--- config.mk ---
export PLATFORM = sky130hd
export DESIGN_NAME = dual_priority_encoder_pipe_flat
export DESIGN_NICKNAME = d
export VERILOG_FILES = /design/src/rtl/dual_priority_encoder_pipe_if.sv /design/src/rtl/dual_priority_encoder_pipe.sv /design/src/flat_wrapper.sv
export SDC_FILE = /design/constraint.sdc
export NUM_CORES = 1
export LEC_CHECK = 0
export CAP_MARGIN = 20
export CORE_MARGIN = 5
export CORE_UTILIZATION = 53
export CTS_BUF_LIST = sky130_fd_sc_hd__clkbuf_4
export CTS_CLUSTER_DIAMETER = 150
export CTS_CLUSTER_SIZE = 30
export DETAILED_ROUTE_END_ITERATION = 8
export GPL_TIMING_DRIVEN = 0
export PLACE_DENSITY = 0.8
export SETUP_SLACK_MARGIN = 0.3
export SYNTH_ARGS = -nofsm -noshare
export SYNTH_HDL_FRONTEND = slang
export SYNTH_SLANG_ARGS = --single-unit
--- constraint.sdc ---
create_clock -name clk -period 4.8 [get_ports clk]
set_input_delay 0.48 -clock clk [delete_from_list [all_inputs] [get_ports clk]]
set_output_delay 0.48 -clock clk [all_outputs]
set_load 0.005 [all_outputs]
--- src/rtl/dual_priority_encoder_pipe_if.sv ---
// dual_priority_encoder_pipe_if
// Request/result bus for the pipelined dual priority encoder.
// master: the side that issues request vectors and consumes results.
// slave: the encoder itself.
interface dual_priority_encoder_pipe_if #(
   parameter int N     = 12,
   parameter int IDX_W = 4,
   parameter int CNT_W = 4
);
   logic             in_valid;
   logic             in_ready;
   logic [N-1:0]     req;
   logic             out_valid;
   logic             out_ready;
   logic [IDX_W-1:0] first_idx;
   logic             first_vld;
   logic [IDX_W-1:0] second_idx;
   logic             second_vld;
   logic [N-1:0]     first_onehot;
   logic [CNT_W-1:0] req_cnt;

   modport master (
      output in_valid, req, out_ready,
      input  in_ready, out_valid, first_idx, first_vld, second_idx, second_vld,
             first_onehot, req_cnt
   );

   modport slave (
      input  in_valid, req, out_ready,
      output in_ready, out_valid, first_idx, first_vld, second_idx, second_vld,
             first_onehot, req_cnt
   );
endinterface

--- src/rtl/dual_priority_encoder_pipe.sv ---
// dual_priority_encoder_pipe
// Two-stage pipelined dual priority encoder with valid/ready on both sides.
// Stage 1 registers the request vector and its winning index; stage 2 masks
// the winner out, finds the runner-up, and registers all results.
// Optional macro DPE_ROTATE_EN: rotating priority pointer instead of the
// fixed descending order (bit N-1 highest).
module dual_priority_encoder_pipe #(
   parameter int N     = 12,
   parameter int IDX_W = 4,
   parameter int CNT_W = 4
) (
   input logic                       clk,
   input logic                       reset,
   dual_priority_encoder_pipe_if.slave bus
);

   localparam logic [IDX_W-1:0] TOP_IDX = IDX_W'(N - 1);

   // Search vec starting at index start, walking downward and wrapping from
   // 0 to N-1. Returns {found, index}; index is 0 when nothing is found.
   function automatic logic [IDX_W:0] find_from(input logic [N-1:0]     vec,
                                                input logic [IDX_W-1:0] start);
      logic             found;
      logic [IDX_W-1:0] idx;
      logic [IDX_W-1:0] pos_idx;
      int               pos;
      found = 1'b0;
      idx   = {IDX_W{1'b0}};
      for (int k = 0; k < N; k++) begin
         pos = int'(start) - k;
         if (pos < 32'sd0) begin
            pos = pos + N;
         end else begin
            pos = pos;
         end
         pos_idx = IDX_W'(pos);
         if (!found && vec[pos_idx]) begin
            found = 1'b1;
            idx   = pos_idx;
         end else begin
            found = found;
         end
      end
      return {found, idx};
   endfunction

   // Population count of a request vector.
   function automatic logic [CNT_W-1:0] popcount(input logic [N-1:0] vec);
      logic [CNT_W-1:0] c;
      logic [N-1:0]     v;
      c = {CNT_W{1'b0}};
      v = vec;
      for (int i = 0; i < N; i++) begin
         c = c + CNT_W'(v[0]);
         v = v >> 1;
      end
      return c;
   endfunction

   // One-hot decode of an index, gated by its valid flag.
   function automatic logic [N-1:0] onehot_of(input logic             vld,
                                              input logic [IDX_W-1:0] idx);
      logic [N-1:0] oh;
      if (vld) begin
         oh = {{(N-1){1'b0}}, 1'b1} << idx;
      end else begin
         oh = {N{1'b0}};
      end
      return oh;
   endfunction

   // Stage 1 state
   logic             s1_valid_r;
   logic [N-1:0]     s1_req_r;
   logic [IDX_W-1:0] s1_first_idx_r;
   logic             s1_first_vld_r;

   // Stage 2 / output state
   logic             out_valid_r;
   logic [IDX_W-1:0] first_idx_r;
   logic             first_vld_r;
   logic [IDX_W-1:0] second_idx_r;
   logic             second_vld_r;
   logic [N-1:0]     first_onehot_r;
   logic [CNT_W-1:0] req_cnt_r;

   // Combinational
   logic             s2_en_s;
   logic             in_ready_s;
   logic             in_fire_s;
   logic [IDX_W-1:0] s1_start_s;
   logic [IDX_W-1:0] s2_start_s;
   logic [IDX_W:0]   first_srch_s;
   logic [N-1:0]     s1_onehot_s;
   logic [N-1:0]     mask_s;
   logic [IDX_W:0]   second_srch_s;
   logic [CNT_W-1:0] cnt_s;

`ifdef DPE_ROTATE_EN
   logic [IDX_W-1:0] ptr_r;
   logic [IDX_W-1:0] s1_start_r;

   // Rotating pointer: after each non-empty accepted vector, the slot just
   // below the winner becomes the new top priority.
   always_ff @(posedge clk) begin
      if (reset) begin
         ptr_r <= TOP_IDX;
      end else if (in_fire_s && first_srch_s[IDX_W]) begin
         ptr_r <= (first_srch_s[IDX_W-1:0] == {IDX_W{1'b0}}) ? TOP_IDX
                : first_srch_s[IDX_W-1:0] - {{(IDX_W-1){1'b0}}, 1'b1};
      end
   end

   // Remember the pointer used for the first search so the second search
   // on the same vector walks the same order.
   always_ff @(posedge clk) begin
      if (reset) begin
         s1_start_r <= TOP_IDX;
      end else if (in_fire_s) begin
         s1_start_r <= ptr_r;
      end
   end

   assign s1_start_s = ptr_r;
   assign s2_start_s = s1_start_r;
`else
   assign s1_start_s = TOP_IDX;
   assign s2_start_s = TOP_IDX;
`endif

   // Handshake control: stage 2 may load when empty or being drained; stage 1
   // may load when empty or moving into stage 2. Closed while in reset.
   always_comb begin
      s2_en_s = !out_valid_r || bus.out_ready;
      if (reset) begin
         in_ready_s = 1'b0;
      end else begin
         in_ready_s = !s1_valid_r || s2_en_s;
      end
      in_fire_s = bus.in_valid && in_ready_s;
   end

   // Stage-1 and stage-2 search datapath.
   always_comb begin
      first_srch_s  = find_from(bus.req, s1_start_s);
      s1_onehot_s   = onehot_of(s1_first_vld_r, s1_first_idx_r);
      mask_s        = s1_req_r & ~s1_onehot_s;
      second_srch_s = find_from(mask_s, s2_start_s);
      cnt_s         = popcount(s1_req_r);
   end

   // Stage 1: capture request and winning index on input transfer; empty out
   // when contents advance without a refill.
   always_ff @(posedge clk) begin
      if (reset) begin
         s1_valid_r     <= 1'b0;
         s1_req_r       <= {N{1'b0}};
         s1_first_idx_r <= {IDX_W{1'b0}};
         s1_first_vld_r <= 1'b0;
      end else if (in_fire_s) begin
         s1_valid_r     <= 1'b1;
         s1_req_r       <= bus.req;
         s1_first_idx_r <= first_srch_s[IDX_W-1:0];
         s1_first_vld_r <= first_srch_s[IDX_W];
      end else if (s2_en_s) begin
         s1_valid_r     <= 1'b0;
      end
   end

   // Stage 2: register all results when stage 1 advances; otherwise drop
   // out_valid once the previous result has been taken.
   always_ff @(posedge clk) begin
      if (reset) begin
         out_valid_r    <= 1'b0;
         first_idx_r    <= {IDX_W{1'b0}};
         first_vld_r    <= 1'b0;
         second_idx_r   <= {IDX_W{1'b0}};
         second_vld_r   <= 1'b0;
         first_onehot_r <= {N{1'b0}};
         req_cnt_r      <= {CNT_W{1'b0}};
      end else if (s2_en_s && s1_valid_r) begin
         out_valid_r    <= 1'b1;
         first_idx_r    <= s1_first_idx_r;
         first_vld_r    <= s1_first_vld_r;
         second_idx_r   <= second_srch_s[IDX_W-1:0];
         second_vld_r   <= second_srch_s[IDX_W];
         first_onehot_r <= s1_onehot_s;
         req_cnt_r      <= cnt_s;
      end else if (s2_en_s) begin
         out_valid_r    <= 1'b0;
      end
   end

   assign bus.in_ready     = in_ready_s;
   assign bus.out_valid    = out_valid_r;
   assign bus.first_idx    = first_idx_r;
   assign bus.first_vld    = first_vld_r;
   assign bus.second_idx   = second_idx_r;
   assign bus.second_vld   = second_vld_r;
   assign bus.first_onehot = first_onehot_r;
   assign bus.req_cnt      = req_cnt_r;

endmodule

--- src/flat_wrapper.sv ---
// flat-port wrapper written by rule: the top's interface ports become plain ports
module dual_priority_encoder_pipe_flat 
#(
   parameter int N     = 12,
   parameter int IDX_W = 4,
   parameter int CNT_W = 4
)
  (clk, reset, bus_in_valid, bus_req, bus_out_ready, bus_in_ready, bus_out_valid, bus_first_idx, bus_first_vld, bus_second_idx, bus_second_vld, bus_first_onehot, bus_req_cnt);
  dual_priority_encoder_pipe_if #(.N(N), .IDX_W(IDX_W), .CNT_W(CNT_W)) bus_i ();
  input logic clk;
  input logic reset;
  input wire logic [$bits(bus_i.in_valid)-1:0] bus_in_valid;
  input wire logic [$bits(bus_i.req)-1:0] bus_req;
  input wire logic [$bits(bus_i.out_ready)-1:0] bus_out_ready;
  output wire logic [$bits(bus_i.in_ready)-1:0] bus_in_ready;
  output wire logic [$bits(bus_i.out_valid)-1:0] bus_out_valid;
  output wire logic [$bits(bus_i.first_idx)-1:0] bus_first_idx;
  output wire logic [$bits(bus_i.first_vld)-1:0] bus_first_vld;
  output wire logic [$bits(bus_i.second_idx)-1:0] bus_second_idx;
  output wire logic [$bits(bus_i.second_vld)-1:0] bus_second_vld;
  output wire logic [$bits(bus_i.first_onehot)-1:0] bus_first_onehot;
  output wire logic [$bits(bus_i.req_cnt)-1:0] bus_req_cnt;
  assign bus_i.in_valid = bus_in_valid;
  assign bus_i.req = bus_req;
  assign bus_i.out_ready = bus_out_ready;
  assign bus_in_ready = bus_i.in_ready;
  assign bus_out_valid = bus_i.out_valid;
  assign bus_first_idx = bus_i.first_idx;
  assign bus_first_vld = bus_i.first_vld;
  assign bus_second_idx = bus_i.second_idx;
  assign bus_second_vld = bus_i.second_vld;
  assign bus_first_onehot = bus_i.first_onehot;
  assign bus_req_cnt = bus_i.req_cnt;
  dual_priority_encoder_pipe #(.N(N), .IDX_W(IDX_W), .CNT_W(CNT_W)) u_core (.clk(clk), .reset(reset), .bus(bus_i));
endmodule
==> reports/metrics.cfg, run 1 <==
[status]
outcome = finished, final reports clean

[setup_path]
path_max_fanout = 6
crit_type = reg -> reg
path_cells = inv_1 > fa_1 > fa_1 > fa_1 > fa_1 > inv_1 > ha_1 > inv_1 > fa_1 > xnor2_1 > nand2_1 > a21oi_1
slowest_delay_ns = 0.57
crit_path_start_kind = flip-flop
crit_path_top_delay_cell = fa_1
cp_num_buf_inv = 3
crit_start = u_core.s1_req_r[5]
crit_path_end_kind = flip-flop
cp_common_cell = fa_1
timing.rr.end = u_core.bus.req_cnt[2]
critPathTopFamily = adder cells
ff2ff_path_depth = 12
cp.required_ns = 5.09
regToRegStartpoint = u_core.s1_req_r[5]
arrival_ns = 4.07
reg2reg_slack_ns = 1.02

[yosys]
syn_area_sq_mm = 0.002268
async_flop_share = 0
synth.most_common_cell = dfxtp_1
synth_top_flop_cell = dfxtp_1
synth_seq_cells = 45
ys_types = 44
synth_top_area_frac = 0.3971
synth_edf_count = 0
synth_seq_area_share = 0.3971
syn_nets = 302
synthCells = 275
ys_top_cells_by_area = dfxtp_1 (40%), fa_1 (6.2%), a21oi_1 (6.0%)
ys_warn_count = 0
synth_area_per_cell_sq_um = 8.249
yosysTopAreaCell = dfxtp_1
synthTopCellsByCount = dfxtp_1 (45), nand2_1 (36), nor2_1 (28)

[placed_design]
gp_congestion = 0.8715
hpwl_um = 4339
dp.cells = 368
portBuffers = 43

[sta]
finalClockSkew_ns = 0.003461
rsz0062_at_grt = false
min_period_over_period = 0.7873
hold_slack_ns = 0.4625
maxClockFrequency_mhz = 264.6
hold_violations = 0
relSlewSlack = 0.3909
tightest_slew_ns = 0.9010
finalMaxSlewViolations = 0
fin_setup_tns_ns = 0
period_needed_ns = 3.779
setup_viol = 0

[global_route]
grt_usage = 0.2174
overflow = 0
grt_antenna_before_repair = 0
first_global_vias = 2010
grt_max_degree = 14
grt_pass1_wl_um = 9342

[floorplanning]
start_util = 0.5551
die_h_um = 75.42
die_area_sq_mm = 0.005688
fp.dieW_um = 75.42
ios = 44
rows = 23
core_sq_mm = 0.004086

[cells_and_area]
final_util = 0.6892
fillCellCount = 353
drive_gt1_frac = 0.04601
area_growth_pct = 24.16
fin_nets = 352
diodes = 0
fin_cells = 376

[routing]
drt-pass1-iter-count = 4
vias = 2125
via_per_inst = 5.652
drc = 0
wl_per_cell_um = 14.95
drt_iter0_markers = 196
ant_nets = 0
wl_um = 5623

[clocking]
cts-root-buf = clkbuf_4
cts_setup_buffers = 0
cts_hold_buf = 0
cts_tree = yes
cts.repair.resized = 0
htree_num_levels = 2
numCtsBuffers = 5
cts.sinks = 45
clockBufferDepth = 2
clock_latency_ns = 0.35
clk_pin_slew_ns = 0.12

[power_and_ir_drop]
leakagePower_nw = 1.047
vdd_ir_drop_max_mv = 0.1910
power_mw = 0.8008
cellPowerDensity_mw_per_mm2 = 284.3

[hold_path]
hold-path-endpoint = u_core.bus.first_onehot[10]
min_from = u_core.bus.first_onehot[10]
hold_path_depth = 2
hold_path_class = reg -> reg

[flow_run]
maxCapViolCount = 0

## final cells by class
type / count / area (sq um) / share of cell area
Multi-Input combinational cell: 193 / 1226 / 0.4354
Sequential cell: 45 / 900.9 / 0.3199
Timing Repair Buffer: 43 / 430.4 / 0.1528
Inverter: 20 / 75.07 / 0.02665
Buffer: 17 / 66.31 / 0.02355
Tap cell: 50 / 62.56 / 0.02221
Clock buffer: 6 / 45.04 / 0.01599
Clock inverter: 2 / 10.01 / 0.003554
## metal layers
layer,GRT usage,part of all wire
met3,0.04485,0.056
met5,0,0
met2,0.3413,0.46
met1,0.2908,0.46
met4,0.09320,0.023
## cell families after synthesis
kind of cell	share of synthesized area
simple gates	0.2273
compound gates	0.2030
flops	0.3971
buf+inv	0.06233
fa+ha+maj	0.08384
mux	0.02261
xor+xnor	0.003862
## power by group
group,internal [mW],switching (mW)
Sequential,0.393,0.0171
Clock,0.0616,0.117
Combinational,0.0968,0.115
Total,0.552,0.249
## worst max-delay path by stage
stage / endpoint / cells after the start
floorplan: u_core.bus.req_cnt[1] / 10
global placement: u_core.bus.req_cnt[2] / 12
detailed placement: u_core.bus.req_cnt[2] / 12
CTS: u_core.bus.req_cnt[2] / 12
global route: u_core.bus.req_cnt[2] / 12
finish: u_core.bus.req_cnt[2] / 12
## metrics by stage
stage | cell area, sq um | worst slack [ns]
global placement | 2761 | 1.139
detailed placement | 2761 | 1.062
CTS | 2816 | 1.029
finish | 2816 | 1.021
global route | 2816 | 0.8088
floorplan | 2268 | 1.366
## placed cells by master (no fill, tap or decap), types with 2 or more instances in the layout
| master | instances |
|---|---|
| a211oi_1 | 5 |
| or4_1 | 2 |
| o21ai_0 | 13 |
| inv_1 | 20 |
| clkbuf_1 | 13 |
| clkinv_2 | 2 |
| nand3_1 | 2 |
| a21o_1 | 2 |
| nor4_1 | 2 |
| o31ai_1 | 6 |
| a31oi_1 | 3 |
| or3_1 | 5 |
| nor3_1 | 6 |
| buf_1 | 2 |
| nor4b_1 | 2 |
| nand2b_1 | 8 |
| a32oi_1 | 5 |
| mux2i_1 | 4 |
| nor3b_1 | 2 |
| nor2_1 | 28 |
| fa_1 | 7 |
| nor2b_1 | 3 |
| nand3b_1 | 3 |
| nand2_1 | 36 |
| clkbuf_4 | 6 |
| dfxtp_1 | 45 |
| ha_1 | 4 |
| buf_2 | 2 |
| o21ai_2 | 2 |
| clkdlybuf4s50_1 | 43 |
| a21oi_1 | 27 |
## state kept, by name, summed over array words and instances (netlist names)
| signal | cells |
|---|---|
| u_core.bus.first_idx | 4 |
| u_core.s1_valid_r | 1 |
| u_core.bus.second_vld | 1 |
| u_core.bus.first_onehot | 12 |
| u_core.s1_req_r | 12 |
| u_core.s1_first_idx_r | 4 |
| u_core.bus.second_idx | 4 |
| u_core.bus.out_valid | 1 |
| u_core.bus.req_cnt | 4 |
| u_core.s1_first_vld_r | 1 |
| u_core.bus.first_vld | 1 |
## worst reg2reg max path: cells and delay by family, from the launching register on
kind                     cells  cell delay (ns)
adder cells (fa/ha/maj)      6             2.60
flip-flops                   1             0.45
buffers and inverters        3             0.26
XOR/XNOR                     1             0.18
AO/OA/AOI/OAI                1             0.16
AND/OR/NAND/NOR              1             0.07
(Power assumes the default switching activity.)
==> inputs of run 2 (changes only) <==
==> constraint.sdc (replaced) <==
create_clock -name clk -period 3.55 [get_ports clk]
set_input_delay 0.355 -clock clk [delete_from_list [all_inputs] [get_ports clk]]
set_output_delay 0.355 -clock clk [all_outputs]
set_load 0.005 [all_outputs]
==> reports/metrics.cfg, run 2 (synthesis gave the netlist of run 1 again) <==
[hold_path]
hold-path-endpoint = u_core.bus.first_onehot[0]
hold_path_depth = 2
min_from = u_core.bus.first_onehot[0]
hold_path_class = reg -> reg

[routing]
drt_iter0_markers = 172
via_per_inst = 5.571
vias = 2117
ant_nets = 0
drt-pass1-iter-count = 4
wl_per_cell_um = 15.14
wl_um = 5755
drc = 0

[clocking]
clock_latency_ns = 0.36
cts_tree = yes
clk_pin_slew_ns = 0.13
cts-root-buf = clkbuf_4
cts_hold_buf = 0
clockBufferDepth = 2
numCtsBuffers = 5
htree_num_levels = 2
cts.sinks = 45

[cells_and_area]
multi_input_area_sq_mm = 0.001252
drive_gt1_frac = 0.1030
final_util = 0.7061
regArea_sq_um = 913.4
layout_common_cells = clkdlybuf4s50_1 (43), dfxtp_1 (39), nand2_1 (36)
final_common_cell = clkdlybuf4s50_1
fillCellCount = 346
area_growth_pct = 27.19
fin_nets = 356
diodes = 0

[setup_path]
crit_path_end_kind = flip-flop
path_max_fanout = 3
crit_path_start_kind = flip-flop
ff2ff_path_depth = 12
crit_type = reg -> reg
arrival_ns = 3.73
regToRegStartpoint = u_core.s1_req_r[7]
reg2reg_slack_ns = 0.11
cp.required_ns = 3.84
timing.rr.end = u_core.bus.req_cnt[2]

[status]
outcome = finished, final reports clean

[placed_design]
gp_congestion = 0.8966
hpwl_um = 4286
portBuffers = 43

[sta]
hold_slack_ns = 0.4603
rsz0062_at_grt = true
hold_violations = 0
fin_setup_tns_ns = 0
finalClockSkew_ns = 0.009246
maxClockFrequency_mhz = 290.9
setup_viol = 0
tightest_slew_ns = 0.8071
finalMaxSlewViolations = 0
min_period_over_period = 0.9685
period_needed_ns = 3.438
relSlewSlack = 0.4544

[floorplanning]
core_sq_mm = 0.004086
ios = 44
die_area_sq_mm = 0.005688
rows = 23
fp.dieW_um = 75.42
start_util = 0.5551
die_h_um = 75.42

[global_route]
grt_usage = 0.2219
grt_pass1_wl_um = 9508
first_global_vias = 2014
overflow = 0
grt_max_degree = 14
grt_antenna_before_repair = 0

[power_and_ir_drop]
cellPowerDensity_mw_per_mm2 = 382.8
leakagePower_nw = 1.079
vdd_ir_drop_max_mv = 0.2471
power_mw = 1.104

[flow_run]
maxCapViolCount = 0

-- run 2: changes by cell type in the layout (fill, tap and decap cells not counted), sizes merged --
cell  previous run  this run
buf              4         8
-- run 2: layout make-up --
type | count | share of cell area
Multi-Input combinational cell | 193 | 0.4341
Sequential cell | 45 | 0.3166
Timing Repair Buffer | 47 | 0.1596
Inverter | 20 | 0.02602
Buffer | 17 | 0.02298
Tap cell | 50 | 0.02168
Clock buffer | 6 | 0.01561
Clock inverter | 2 | 0.003469
-- run 2: critical path: stages, from the launching register on --
cell	delay, ns
dfxtp_2	0.36
inv_2	0.05
fa_1	0.57
fa_1	0.44
fa_1	0.51
fa_1	0.41
inv_1	0.07
ha_2	0.20
inv_2	0.04
fa_2	0.34
xnor2_2	0.14
nand2_1	0.08
a21oi_2	0.16
-- run 2: how the worst max path moves through the flow --
stage | startpoint | to | cells after the start
finish | u_core.s1_req_r[7] | u_core.bus.req_cnt[2] | 12
global route | u_core.s1_req_r[7] | u_core.bus.req_cnt[2] | 12
CTS | u_core.s1_req_r[0] | u_core.bus.req_cnt[2] | 12
detailed placement | u_core.s1_req_r[1] | u_core.bus.req_cnt[2] | 12
global placement | u_core.s1_req_r[5] | u_core.bus.req_cnt[2] | 12
floorplan | u_core.s1_req_r[9] | u_core.bus.req_cnt[2] | 12
-- run 2: layer usage --
metal  wire, um  up-vias  GRT usage
met1       2575      985     0.2968
met3        359       10    0.06069
met2       2709       65     0.3394
li1           -     1057          -
met4        110        0    0.09126
met5          0        -          0
-- run 2: where the power goes --
group          internal, mW  leakage [nW]  switching, mW
clock                0.0833        0.0354          0.161
combinational         0.144         0.673          0.162
sequential            0.532         0.371         0.0216
-- run 2: timing repair --
item / in CTS / in global routing
buffers inserted: 3 / 1
setup endpoints to repair: 3 / 3
pin swaps: 5 / 5
gates cloned: 0 / 0
gates resized for setup: 11 / 1
-- run 2: through the flow --
| step | instance area, sq um | setup WS, ns | std cells |
|---|---|---|---|
| final | 2885 | 0.1119 | 380 |
| after detailed placement | 2765 | 0.09794 | 368 |
| after floorplan | 2272 | 0.3019 | 275 |
| after CTS | 2874 | 0.09269 | 379 |
| after global placement | 2765 | 0.1153 | 368 |
| after global routing | 2885 | -0.02548 | 380 |
==> inputs of run 3 (changes only) <==
--- a/config.mk
+++ b/config.mk
@@ -6,7 +6,7 @@
 export NUM_CORES = 1
 export LEC_CHECK = 0
 export CAP_MARGIN = 20
-export CORE_MARGIN = 5
+export CORE_MARGIN = 1.5
 export CORE_UTILIZATION = 53
 export CTS_BUF_LIST = sky130_fd_sc_hd__clkbuf_4
 export CTS_CLUSTER_DIAMETER = 150
@@ -15,6 +15,7 @@
 export GPL_TIMING_DRIVEN = 0
 export PLACE_DENSITY = 0.8
 export SETUP_SLACK_MARGIN = 0.3
+export SLEW_MARGIN = 5
 export SYNTH_ARGS = -nofsm -noshare
 export SYNTH_HDL_FRONTEND = slang
 export SYNTH_SLANG_ARGS = --single-unit
==> reports/metrics.cfg, run 3 (synthesis gave the netlist of run 1 again) <==
[flow_run]
maxCapViolCount = 0

[placed_design]
gp_congestion = 0.8681
portBuffers = 43
dp_slack_ns = 0.08876
hpwl_um = 4300

[setup_path]
path_max_fanout = 2
crit_path_start_kind = flip-flop
timing.rr.end = u_core.bus.req_cnt[2]
regToRegStartpoint = u_core.s1_req_r[0]
ff2ff_path_depth = 12
reg2reg_slack_ns = 0.14
crit_path_end_kind = flip-flop
arrival_ns = 3.71
path_cells = fa_1 > inv_2 > fa_1 > fa_1 > fa_2 > inv_2 > ha_4 > inv_2 > fa_2 > xnor2_2 > nand2_1 > a21oi_1
crit_path_top_delay_cell = fa_1
slowest_delay_ns = 0.55
cp.required_ns = 3.86
crit_type = reg -> reg

[sta]
setup_viol = 0
finalMaxSlewViolations = 0
hold_violations = 0
setup_ws_ns = 0.1439
period_needed_ns = 3.406
fin_setup_tns_ns = 0
rsz0062_at_grt = true
min_period_over_period = 0.9595
relSlewSlack = 0.4391
tightest_slew_ns = 0.8297
finalClockSkew_ns = 0.006648
maxClockFrequency_mhz = 293.6

[global_route]
overflow = 0
first_global_vias = 1993
grt_pass1_wl_um = 9342
grt_usage = 0.2725
grt_antenna_before_repair = 0
grt_max_degree = 13

[hold_path]
hold_path_depth = 2
hold_path_class = reg -> reg
hold-path-endpoint = u_core.bus.first_idx[0]
min_from = u_core.bus.first_idx[0]

[cells_and_area]
drive_gt1_frac = 0.1006
layout_common_cells = clkdlybuf4s50_1 (43), dfxtp_1 (39), nand2_1 (36)
diodes = 0
multi_input_area_sq_mm = 0.001261
fin_nets = 355
regArea_sq_um = 913.4
fillCellCount = 329
final_common_cell = clkdlybuf4s50_1
area_growth_pct = 26.97

[status]
outcome = finished, final reports clean

[floorplanning]
start_util = 0.5591
fp.dieW_um = 68.42
die_area_sq_mm = 0.004681
rows = 23
die_h_um = 68.42
ios = 44
core_sq_mm = 0.004058

[power_and_ir_drop]
pwr-share-comb = 0.286
leakagePower_nw = 1.066
clkPwrFrac = 0.216
p_int_mw = 0.7623
cellPowerDensity_mw_per_mm2 = 387.2
pwr-share-seq = 0.497
vdd_ir_drop_max_mv = 0.2409
p_sw_frac = 0.3165
switchingPower_mw = 0.3529

[routing]
vias = 2204
wl_um = 5747
drt_iter0_markers = 183
wl_per_cell_um = 15.20
drt-pass1-iter-count = 5
drc = 0
via_per_inst = 5.831
ant_nets = 0

[clocking]
cts_hold_buf = 0
htree_num_levels = 2
cts_tree = yes
numCtsBuffers = 5
cts.sinks = 45
cts-root-buf = clkbuf_4
clk_pin_slew_ns = 0.13
clock_latency_ns = 0.37
clockBufferDepth = 2

==> run 3: worst max path at each step <==
stage	startpoint	cells past startpoint	endpoint
2_1_floorplan	u_core.s1_req_r[9]	12	u_core.bus.req_cnt[2]
3_3_place_gp	u_core.s1_req_r[5]	12	u_core.bus.req_cnt[2]
3_5_place_dp	u_core.s1_req_r[1]	12	u_core.bus.req_cnt[2]
4_1_cts	u_core.s1_req_r[9]	12	u_core.bus.req_cnt[2]
5_1_grt	u_core.s1_req_r[0]	12	u_core.bus.req_cnt[2]
6_report	u_core.s1_req_r[0]	12	u_core.bus.req_cnt[2]
==> run 3: final cells by class <==
type / instances / share of cell area
flip-flops and latches: 45 / 0.3171
inverters: 20 / 0.02606
plain buffers: 17 / 0.02302
repair buffers: 46 / 0.1573
clock inverters: 1 / 0.001303
multi-input cells: 193 / 0.4379
well taps: 50 / 0.02172
clock buffers: 6 / 0.01564
==> run 3: per-stage QoR <==
step	area (sq um)	total power, mW	hold slack [ns]	std cells	util
6_report	2880	1.115	0.4615	378	0.7098
4_1_cts	2848	1.077	0.4627	378	0.7018
2_1_floorplan	2272	0.7388	0.4482	275	-
5_1_grt	2880	1.175	0.4784	378	0.7098
3_5_place_dp	2765	0.8384	0.4455	368	0.6815
3_3_place_gp	2765	0.8331	0.4412	368	0.6815
==> run 3: critical path: cells and delay by family, from the launching register on <==
kind	cells	cell delay [ns]
XOR/XNOR	1	0.14
flip-flops	1	0.37
buffers and inverters	3	0.16
AO/OA/AOI/OAI	1	0.16
AND/OR/NAND/NOR	1	0.07
adder cells (fa/ha/maj)	6	2.44
==> run 3: metal layers <==
layer  track usage  share of wire  up-vias
met5             0              0        -
met4       0.09000          0.017        0
met3       0.05099          0.067       14
met2        0.4351           0.48       90
met1        0.3692           0.44     1046
li1              -              -     1054
==> run 3: power by group through the flow <==
stage,Combinational (mW),Clock [mW],Sequential [mW]
6_report,0.319,0.241,0.554
5_1_grt,0.354,0.262,0.558
4_1_cts,0.281,0.242,0.554
3_5_place_dp,0.271,0,0.567
3_3_place_gp,0.267,0,0.566
2_1_floorplan,0.176,0,0.563
==> run 3: timing repair <==
action                                  4_1_cts  5_1_grt
hold endpoints to repair                      0        0
endpoints found under the setup margin        2        3
buffers inserted                              3        0
resized for setup                             6        9
pin swaps                                     2        8
